## src/rtl/reg_cpu_xbar.sv

```systemverilog
// CPU register-bus fan-out: routes one CPU register request to one of NUM_SLV
// register-bank slaves by upper address bits, with decode-error and timeout responses.
module reg_cpu_xbar #(
  parameter int unsigned AW       = 16,
  parameter int unsigned DW       = 32,
  parameter int unsigned NUM_SLV  = 4,
  parameter int unsigned SLV_AW   = 12,
  parameter int unsigned TIMEOUT  = 255,
  parameter logic [31:0] ERR_DATA = 32'hDEAD_BEEF,
  parameter int unsigned CNT_W    = 16
) (
  input  logic                  clk,
  input  logic                  rst_n,
  input  logic                  cpu_req,
  input  logic                  cpu_we,
  input  logic [AW-1:0]         cpu_addr,
  input  logic [DW-1:0]         cpu_wdata,
  input  logic [DW/8-1:0]       cpu_be,
  output logic                  cpu_ack,
  output logic [DW-1:0]         cpu_rdata,
  output logic                  cpu_err,
  output logic [NUM_SLV-1:0]    slv_req,
  output logic                  slv_we,
  output logic [SLV_AW-1:0]     slv_addr,
  output logic [DW-1:0]         slv_wdata,
  output logic [DW/8-1:0]       slv_be,
  input  logic [NUM_SLV-1:0]    slv_ack,
  input  logic [NUM_SLV*DW-1:0] slv_rdata,
  input  logic                  stat_clr,
  output logic [CNT_W-1:0]      stat_timeout_cnt
);

  localparam int unsigned IDX_W    = AW - SLV_AW;
  localparam int unsigned CMP_W    = IDX_W + 5;
  localparam int unsigned TMR_W    = (TIMEOUT > 1) ? $clog2(TIMEOUT) : 1;
  localparam int unsigned TMO_LAST = (TIMEOUT > 0) ? TIMEOUT - 1 : 0;
  localparam logic [DW-1:0] ERR_VAL = DW'(ERR_DATA);

  typedef enum logic [1:0] {IDLE, WAIT, RESP} state_t;

  state_t            state;
  logic [TMR_W-1:0]  timer;
  logic [IDX_W-1:0]  cpu_idx;
  logic              dec_hit;
  logic              sel_ack;
  logic              tmo_hit;
  logic [DW-1:0]     sel_rdata;

  assign cpu_idx = cpu_addr[AW-1:SLV_AW];

  // Decode, selected-slave ack/data (slv_req is one-hot on the target during WAIT)
  always_comb begin
    dec_hit   = CMP_W'(cpu_idx) < CMP_W'(NUM_SLV);
    sel_ack   = |(slv_ack & slv_req);
    sel_rdata = '0;
    for (int unsigned i = 0; i < NUM_SLV; i++) begin
      if (slv_req[i]) sel_rdata = sel_rdata | slv_rdata[i*DW +: DW];
    end
    tmo_hit   = (TIMEOUT != 0) && (timer == TMR_W'(TMO_LAST));
  end

  always_ff @(posedge clk) begin
    if (!rst_n) begin
      state            <= IDLE;
      timer            <= '0;
      cpu_ack          <= 1'b0;
      cpu_err          <= 1'b0;
      cpu_rdata        <= '0;
      slv_req          <= '0;
      slv_we           <= 1'b0;
      slv_addr         <= '0;
      slv_wdata        <= '0;
      slv_be           <= '0;
      stat_timeout_cnt <= '0;
    end else begin
      cpu_ack <= 1'b0;
      cpu_err <= 1'b0;
      case (state)
        IDLE: begin
          if (cpu_req) begin
            if (dec_hit) begin
              slv_req   <= NUM_SLV'(1) << cpu_idx;
              slv_we    <= cpu_we;
              slv_addr  <= cpu_addr[SLV_AW-1:0];
              slv_wdata <= cpu_wdata;
              slv_be    <= cpu_be;
              timer     <= '0;
              state     <= WAIT;
            end else begin
              cpu_ack   <= 1'b1;
              cpu_err   <= 1'b1;
              cpu_rdata <= cpu_we ? '0 : ERR_VAL;
              state     <= RESP;
            end
          end
        end
        WAIT: begin
          // A slave ack in the timeout cycle still completes normally
          if (sel_ack) begin
            slv_req   <= '0;
            cpu_ack   <= 1'b1;
            cpu_rdata <= slv_we ? '0 : sel_rdata;
            state     <= RESP;
          end else if (tmo_hit) begin
            slv_req   <= '0;
            cpu_ack   <= 1'b1;
            cpu_err   <= 1'b1;
            cpu_rdata <= slv_we ? '0 : ERR_VAL;
            state     <= RESP;
          end else begin
            timer <= timer + TMR_W'(1);
          end
        end
        RESP:    state <= IDLE;
        default: state <= IDLE;
      endcase

      // Saturating timeout statistic; clear takes priority over a coincident increment
      if (stat_clr) begin
        stat_timeout_cnt <= '0;
      end else if ((state == WAIT) && !sel_ack && tmo_hit && (stat_timeout_cnt != '1)) begin
        stat_timeout_cnt <= stat_timeout_cnt + CNT_W'(1);
      end
    end
  end

endmodule

```

## config.mk

```make
export PLATFORM = sky130hd
export DESIGN_NAME = reg_cpu_xbar
export DESIGN_NICKNAME = d
export VERILOG_FILES = /design/src/rtl/reg_cpu_xbar.sv
export SDC_FILE = /design/constraint.sdc
export NUM_CORES = 1
export LEC_CHECK = 0
export ABC_CLOCK_PERIOD_IN_PS = 5900
export CAP_MARGIN = 20
export CORE_MARGIN = 2
export CORE_UTILIZATION = 40
export DETAILED_ROUTE_END_ITERATION = 8
export PLACE_DENSITY = 0.88
export SLEW_MARGIN = 10
export SYNTH_ARGS = -nofsm -noshare
export SYNTH_HDL_FRONTEND = slang
export SYNTH_SLANG_ARGS = --single-unit
export TNS_END_PERCENT = 50
```

## constraint.sdc

```tcl
create_clock -name clk -period 5.9 [get_ports clk]
set_input_delay 1.18 -clock clk [delete_from_list [all_inputs] [get_ports clk]]
set_output_delay 1.18 -clock clk [all_outputs]
set_load 0.02 [all_outputs]
```

==> results.py, run 1 <==
metrics = {
    "clock_network": {
        "cts_hold_buf": 0,
        "htree_levels": 4,
        "ctsResizeCount": 0,
        "cts-root-buf": "clkbuf_16",
        "clkTransAtPathRegs_ns": 0.05,
        "post_cts_buffers": 0,
        "cts_tree": "done",
        "cts_buffer_depth": 2,
        "cts_buffers": 17,
        "cts_num_sinks": 113,
        "clkLatencyLatePin_ns": 0.41,
    },
    "timing": {
        "skew_ns": 0.0108,
        "hold_viol": 0,
        "relSlewSlack": 0.336,
        "setup_viol": 0,
        "finalCritPeriodShare": 0.588,
        "rsz0062_at_grt": "false",
        "period_minus_slack_ns": 3.47,
        "slew_violations": 0,
        "max_slew.worst_pin.slew_ns": 0.996,
        "tns_ns": 0,
        "max_freq_ghz": 0.288,
        "holdWs_ns": 0.450,
    },
    "die": {
        "start_util": 0.411,
        "die-area_sq_um": 14600,
        "die_h_um": 121,
        "core-area_sq_um": 13200,
        "die_w_um": 121,
        "pin_count": 292,
        "rows": 42,
    },
    "synthesis": {
        "synth_flop_cell": "dfxtp_1",
        "synth_area_sq_um": 5450,
        "synth_area_leaders": "dfxtp_1, nand2_1, a21boi_0, a22oi_1, a2bb2oi_2",
        "synth_nets": 808,
        "synth-async-reset-ratio": 0,
        "synth_top_area_share": 0.415,
        "seq_area_frac_synth": 0.415,
        "post-synth-top-area-cell": "dfxtp_1",
        "yosysUniqueCellTypes": 55,
        "synth_seq_cells": 113,
        "ys_warn_count": 0,
        "synth_edf_count": 0,
        "syn_inst": 616,
        "synth_area_per_cell_sq_um": 8.84,
    },
    "power_and_ir_drop": {
        "worst_ir_drop_vdd_uv": 241,
        "cellLeakagePower_nw": 3.07,
        "powerDensity_nw_per_um2": 244,
    },
    "global_routing": {
        "grt-ovfl-total": 0,
        "grt.total_usage": 0.254,
        "grt_antenna_before_repair": 1,
        "grt_pass1_wl_um": 29000,
        "grt_pass1_vias": 5648,
        "grt_max_degree": 58,
    },
    "routing": {
        "vias": 5836,
        "post_drt_wl_per_cell_um": 17.7,
        "first_pass_iters": 5,
        "ant_nets": 0,
        "via_per_inst": 5.44,
        "initialDrtViolationCount": 360,
        "route.detailed.drc": 0,
        "routed_wl_um": 18900,
    },
    "cells_and_area": {
        "antenna_cells": 0,
        "fin_util": 0.677,
        "layout-drive-gt1-share": 0.0748,
        "final_cell_mix": "clkdlybuf4s50_1, nand2_1, dfxtp_1",
        "finalInstanceArea_sq_um": 8960,
        "layout.nets": 1075,
        "area_growth_pct": 64.6,
        "final_common_cell": "clkdlybuf4s50_1",
    },
    "critical_path": {
        "path_buf_inv": 2,
        "required_ns": 4.72,
        "critPathMaxStageDelay_ns": 0.87,
        "worstSetupStartpointType": "flip-flop",
        "crit_fanout": 20,
        "crit_path_start": "slv_req[1]$_SDFFE_PN0P_",
        "r2r-start": "slv_req[1]$_SDFFE_PN0P_",
        "path_cells": "buf_4, clkdlybuf4s50_1",
        "critPathKind": "flip-flop to primary output",
        "cpLargestDelayFamily": "buffers and inverters",
        "critPathCaptureType": "primary output",
        "arrival_ns": 2.29,
        "cpMaxStageDelayCell": "dfxtp_1",
    },
    "place": {
        "gp_congestion": 0.907,
        "placed_area_sq_um": 8390,
        "dpl.hpwl_um": 13800,
        "portBuffers": 291,
    },
    "run_status": {
        "status": "completed",
    },
    "hold_path": {
        "hp-class": "flip-flop to flip-flop",
        "min-delay-start": "cpu_rdata[26]$_SDFFE_PN0P_",
    },
    "run": {
        "drv_cap": 0,
    },
}
-- metal layers --
layer | GRT usage | wire length (um) | vias to the layer above
met5 | 0 | 15 | -
met4 | 0.101 | 545 | 2
met3 | 0.112 | 2080 | 46
met2 | 0.418 | 8970 | 277
met1 | 0.289 | 7310 | 2719
li1 | - | - | 2792
-- through the flow --
| stage | std cells | total power, mW | setup WS, ns |
|---|---|---|---|
| final | 1072 | 2.19 | 2.43 |
| after global routing | 1072 | 2.27 | 2.32 |
| after CTS | 1072 | 2.20 | 2.45 |
| after detailed placement | 1040 | 1.21 | 2.11 |
| after global placement | 1040 | 1.20 | 2.18 |
| after floorplan | 616 | 0.983 | 3.46 |
-- registers in the layout, indices dropped and copies added (netlist names) --
signal            count
slv_req               4
state                 2
timer                 8
slv_addr             12
slv_wdata            32
cpu_ack               1
slv_be                4
cpu_rdata            32
slv_we                1
cpu_err               1
stat_timeout_cnt     16
-- power breakdown --
part           leakage, nW  internal (mW)  switching, mW
sequential           0.920          0.801         0.0218
combinational         1.87          0.214          0.157
clock                0.285          0.663          0.328
total                 3.07           1.68          0.507
-- worst paths after layout --
kind | end | slack (ns) | cells after the start
min | cpu_rdata[26]$_SDFFE_PN0P_ | 0.45 | 2
max | slv_req[1] | 2.43 | 2
min reg2reg | cpu_rdata[26]$_SDFFE_PN0P_ | 0.45 | 2
max reg2reg | cpu_rdata[19]$_SDFFE_PN0P_ | 2.66 | 7
-- cells by family after synthesis --
logic type,share of synthesized area
simple gates,0.202
compound gates,0.304
flops,0.415
buf+inv,0.0501
xor+xnor,0.0177
fa+ha+maj,0.00689
mux,0.00368
-- cell usage after synthesis (2+ instances only) --
| cell type | number |
|---|---|
| or3_1 | 2 |
| a21o_1 | 2 |
| o21ai_0 | 2 |
| nor3_2 | 2 |
| inv_1 | 7 |
| and2_1 | 4 |
| xnor2_1 | 9 |
| mux2i_1 | 2 |
| nand3_1 | 12 |
| buf_6 | 5 |
| nor2_1 | 18 |
| nor2b_1 | 5 |
| o211ai_1 | 2 |
| nor3_1 | 3 |
| a22oi_2 | 2 |
| nand4_1 | 7 |
| a221oi_1 | 8 |
| nand2_1 | 139 |
| o31ai_1 | 2 |
| buf_2 | 11 |
| a21oi_1 | 11 |
| nor4_4 | 2 |
| clkbuf_1 | 34 |
| or4_1 | 7 |
| nand2b_1 | 4 |
| dfxtp_1 | 113 |
| a22oi_1 | 49 |
| a2bb2oi_1 | 6 |
| a21boi_0 | 50 |
| xor2_1 | 2 |
| a22o_1 | 8 |
| a2bb2oi_2 | 18 |
| ha_1 | 3 |
| and3_1 | 5 |
| nor4_1 | 5 |
| and4_1 | 4 |
| a31oi_1 | 26 |
| o2bb2ai_1 | 8 |
-- worst reg2reg max path, delay by kind of cell (launching register included) --
family          cells  cell delay (ns)
simple gates        3             1.35
compound gates      2             0.31
flops               1             0.87
buf+inv             2             0.64
-- cell type report --
type	count	area, sq um
Clock inverter	5	75.1
Multi-Input combinational cell	445	2910
Tap cell	176	220
Fill cell	1053	4280
Inverter	7	26.3
Clock buffer	27	503
Sequential cell	113	2260
Timing Repair Buffer	299	2970
Note: power is estimated with default switching activity, not from simulation.
==> run 2, diff against run 1 <==
--- a/config.mk
+++ b/config.mk
@@ -5,7 +5,7 @@
 export SDC_FILE = /design/constraint.sdc
 export NUM_CORES = 1
 export LEC_CHECK = 0
-export ABC_CLOCK_PERIOD_IN_PS = 5900
+export ABC_CLOCK_PERIOD_IN_PS = 3350
 export CAP_MARGIN = 20
 export CORE_MARGIN = 2
 export CORE_UTILIZATION = 40
==> constraint.sdc (replaced) <==
create_clock -name clk -period 3.35 [get_ports clk]
set_input_delay 0.67 -clock clk [delete_from_list [all_inputs] [get_ports clk]]
set_output_delay 0.67 -clock clk [all_outputs]
set_load 0.02 [all_outputs]
==> run 2 against run 1 <==
  * Global-route usage increased by 0.57 points
  * Non-clock buffer count rose by 5
  * Routed wire length is 1.3% higher
  * Combinational power up 77%
  * Critical endpoint is now slv_req[2]
==> results.py, run 2 (same netlist as run 1, synthesis figures left out) <==
metrics = {
    "place": {
        "placed_cells": 1045,
        "portBuffers": 291,
        "gp_congestion": 0.894,
        "dpl.hpwl_um": 13900,
    },
    "routing": {
        "initialDrtViolationCount": 423,
        "vias": 5826,
        "via_per_inst": 5.41,
        "routed_wl_um": 19200,
        "post_drt_wl_per_cell_um": 17.8,
        "route.detailed.drc": 0,
        "ant_nets": 0,
        "first_pass_iters": 6,
    },
    "cells_and_area": {
        "layout-drive-gt1-share": 0.0832,
        "largest_registers": "cpu_rdata: 32 flops, slv_wdata: 32 flops, stat_timeout_cnt: 16 flops",
        "final_cell_mix": "clkdlybuf4s50_1, nand2_1, dfxtp_1",
        "stdcell_count": 1077,
        "multiInputGateArea_sq_um": 2910,
        "antenna_cells": 0,
        "layout.nets": 1080,
        "area_growth_pct": 66.1,
        "regArea_sq_um": 2260,
        "nFillCells": 1033,
        "final_common_cell": "clkdlybuf4s50_1",
    },
    "global_routing": {
        "grt-ovfl-total": 0,
        "grt_pass1_vias": 5700,
        "grt_pass1_wl_um": 29500,
        "grt_antenna_before_repair": 0,
        "grt.total_usage": 0.260,
        "grt_max_degree": 51,
    },
    "die": {
        "die_h_um": 121,
        "rows": 42,
        "core-area_sq_um": 13200,
        "die_w_um": 121,
        "pin_count": 292,
        "die-area_sq_um": 14600,
        "start_util": 0.411,
    },
    "power_and_ir_drop": {
        "netSwitchingFraction": 0.233,
        "clkPwrFrac": 0.473,
        "worst_ir_drop_vdd_uv": 294,
        "powerDensity_nw_per_um2": 442,
        "p_int_mw": 3.07,
        "p_sw_uw": 929,
        "cellLeakagePower_nw": 3.11,
        "power_frac_seq": 0.363,
        "pwr-share-comb": 0.164,
    },
    "hold_path": {
        "min-delay-start": "cpu_rdata[26]$_SDFFE_PN0P_",
        "hold_depth": 2,
        "hp-class": "flip-flop to flip-flop",
        "min_to": "cpu_rdata[26]$_SDFFE_PN0P_",
    },
    "critical_path": {
        "required_ns": 2.68,
        "critPathCaptureType": "primary output",
        "worstSetupStartpointType": "flip-flop",
        "arrival_ns": 1.66,
        "worst-r2r-cell-count": 8,
        "rrSetupSlack_ns": 1.16,
        "crit_fanout": 20,
        "critPathKind": "flip-flop to primary output",
        "r2r-end": "cpu_rdata[31]$_SDFFE_PN0P_",
        "r2r-start": "timer[0]$_SDFFE_PN0P_",
    },
    "run": {
        "drv_cap": 0,
    },
    "timing": {
        "tns_ns": 0,
        "relSlewSlack": 0.337,
        "period_minus_slack_ns": 2.33,
        "max_slew.worst_pin.slew_ns": 0.995,
        "rsz0062_at_grt": "false",
        "setup_viol": 0,
        "skew_ns": 0.00839,
        "finalCritPeriodShare": 0.695,
        "slew_violations": 0,
        "hold_viol": 0,
        "max_freq_ghz": 0.429,
    },
    "clock_network": {
        "post_cts_buffers": 0,
        "cts_tree": "done",
        "clkTransAtPathRegs_ns": 0.05,
        "cts_num_sinks": 113,
        "cts_buffer_depth": 2,
        "cts_hold_buf": 0,
        "cts-root-buf": "clkbuf_16",
        "htree_levels": 4,
        "cts_buffers": 17,
        "clkLatencyLatePin_ns": 0.42,
        "ctsResizeCount": 0,
    },
    "run_status": {
        "status": "completed",
    },
}
## run 2: cell count changes in the layout (fill, tap and decap cells not counted)
cell,previous run,this run
bufinv_16,2,4
buf_4,8,13
clkbuf_1,6,3
clkinvlp_4,0,3
clkbuf_8,4,2
## run 2: worst max-delay path by stage
stage	from	to	slack, ns
final	slv_req[2]$_SDFFE_PN0P_	slv_req[2]	1.02
after global routing	slv_req[2]$_SDFFE_PN0P_	slv_req[2]	0.96
after detailed placement	slv_ack[2]	cpu_rdata[23]$_SDFFE_PN0P_	0.64
after global placement	slv_ack[2]	cpu_rdata[19]$_SDFFE_PN0P_	0.67
after floorplan	slv_ack[2]	stat_timeout_cnt[6]$_SDFFE_PP0P_	1.42
after CTS	slv_req[2]$_SDFFE_PN0P_	slv_req[2]	1.02
## run 2: layout make-up
| class | instances | area share |
|---|---|---|
| inverters | 7 | 0.00290 |
| repair buffers | 304 | 0.332 |
| flip-flops and latches | 113 | 0.250 |
| clock buffers | 22 | 0.0513 |
| clock inverters | 10 | 0.0174 |
| multi-input cells | 445 | 0.322 |
| well taps | 176 | 0.0243 |
## run 2: worst max-delay path: stages (launching register included)
cell and delay [ns]:
dfxtp_1 0.32, buf_4 0.26, clkdlybuf4s50_1 0.65
## run 2: metal layers
metal | part of all wire | vias up | GRT usage
li1 | - | 2798 | -
met4 | 0.019 | 0 | 0.0872
met5 | 0 | - | 0
met2 | 0.48 | 291 | 0.437
met3 | 0.11 | 34 | 0.109
met1 | 0.39 | 2703 | 0.297
## run 2: metrics by stage
stage	setup WS (ns)	area [sq um]	total power, mW	hold slack, ns	util
finish	1.02	9050	3.99	0.450	0.683
global placement	0.675	8420	2.12	0.439	0.636
global route	0.957	9050	4.12	0.471	0.683
floorplan	1.42	5450	1.73	0.471	-
CTS	1.02	9050	4.02	0.452	0.683
detailed placement	0.642	8420	2.13	0.445	0.636
## run 2: power groups by stage
| stage | combinational, mW | clock, mW | sequential, mW |
|---|---|---|---|
| after detailed placement | 0.654 | 0 | 1.47 |
| after global placement | 0.647 | 0 | 1.47 |
| after CTS | 0.658 | 1.92 | 1.45 |
| after floorplan | 0.188 | 0 | 1.54 |
| final | 0.656 | 1.89 | 1.45 |
| after global routing | 0.697 | 1.97 | 1.46 |
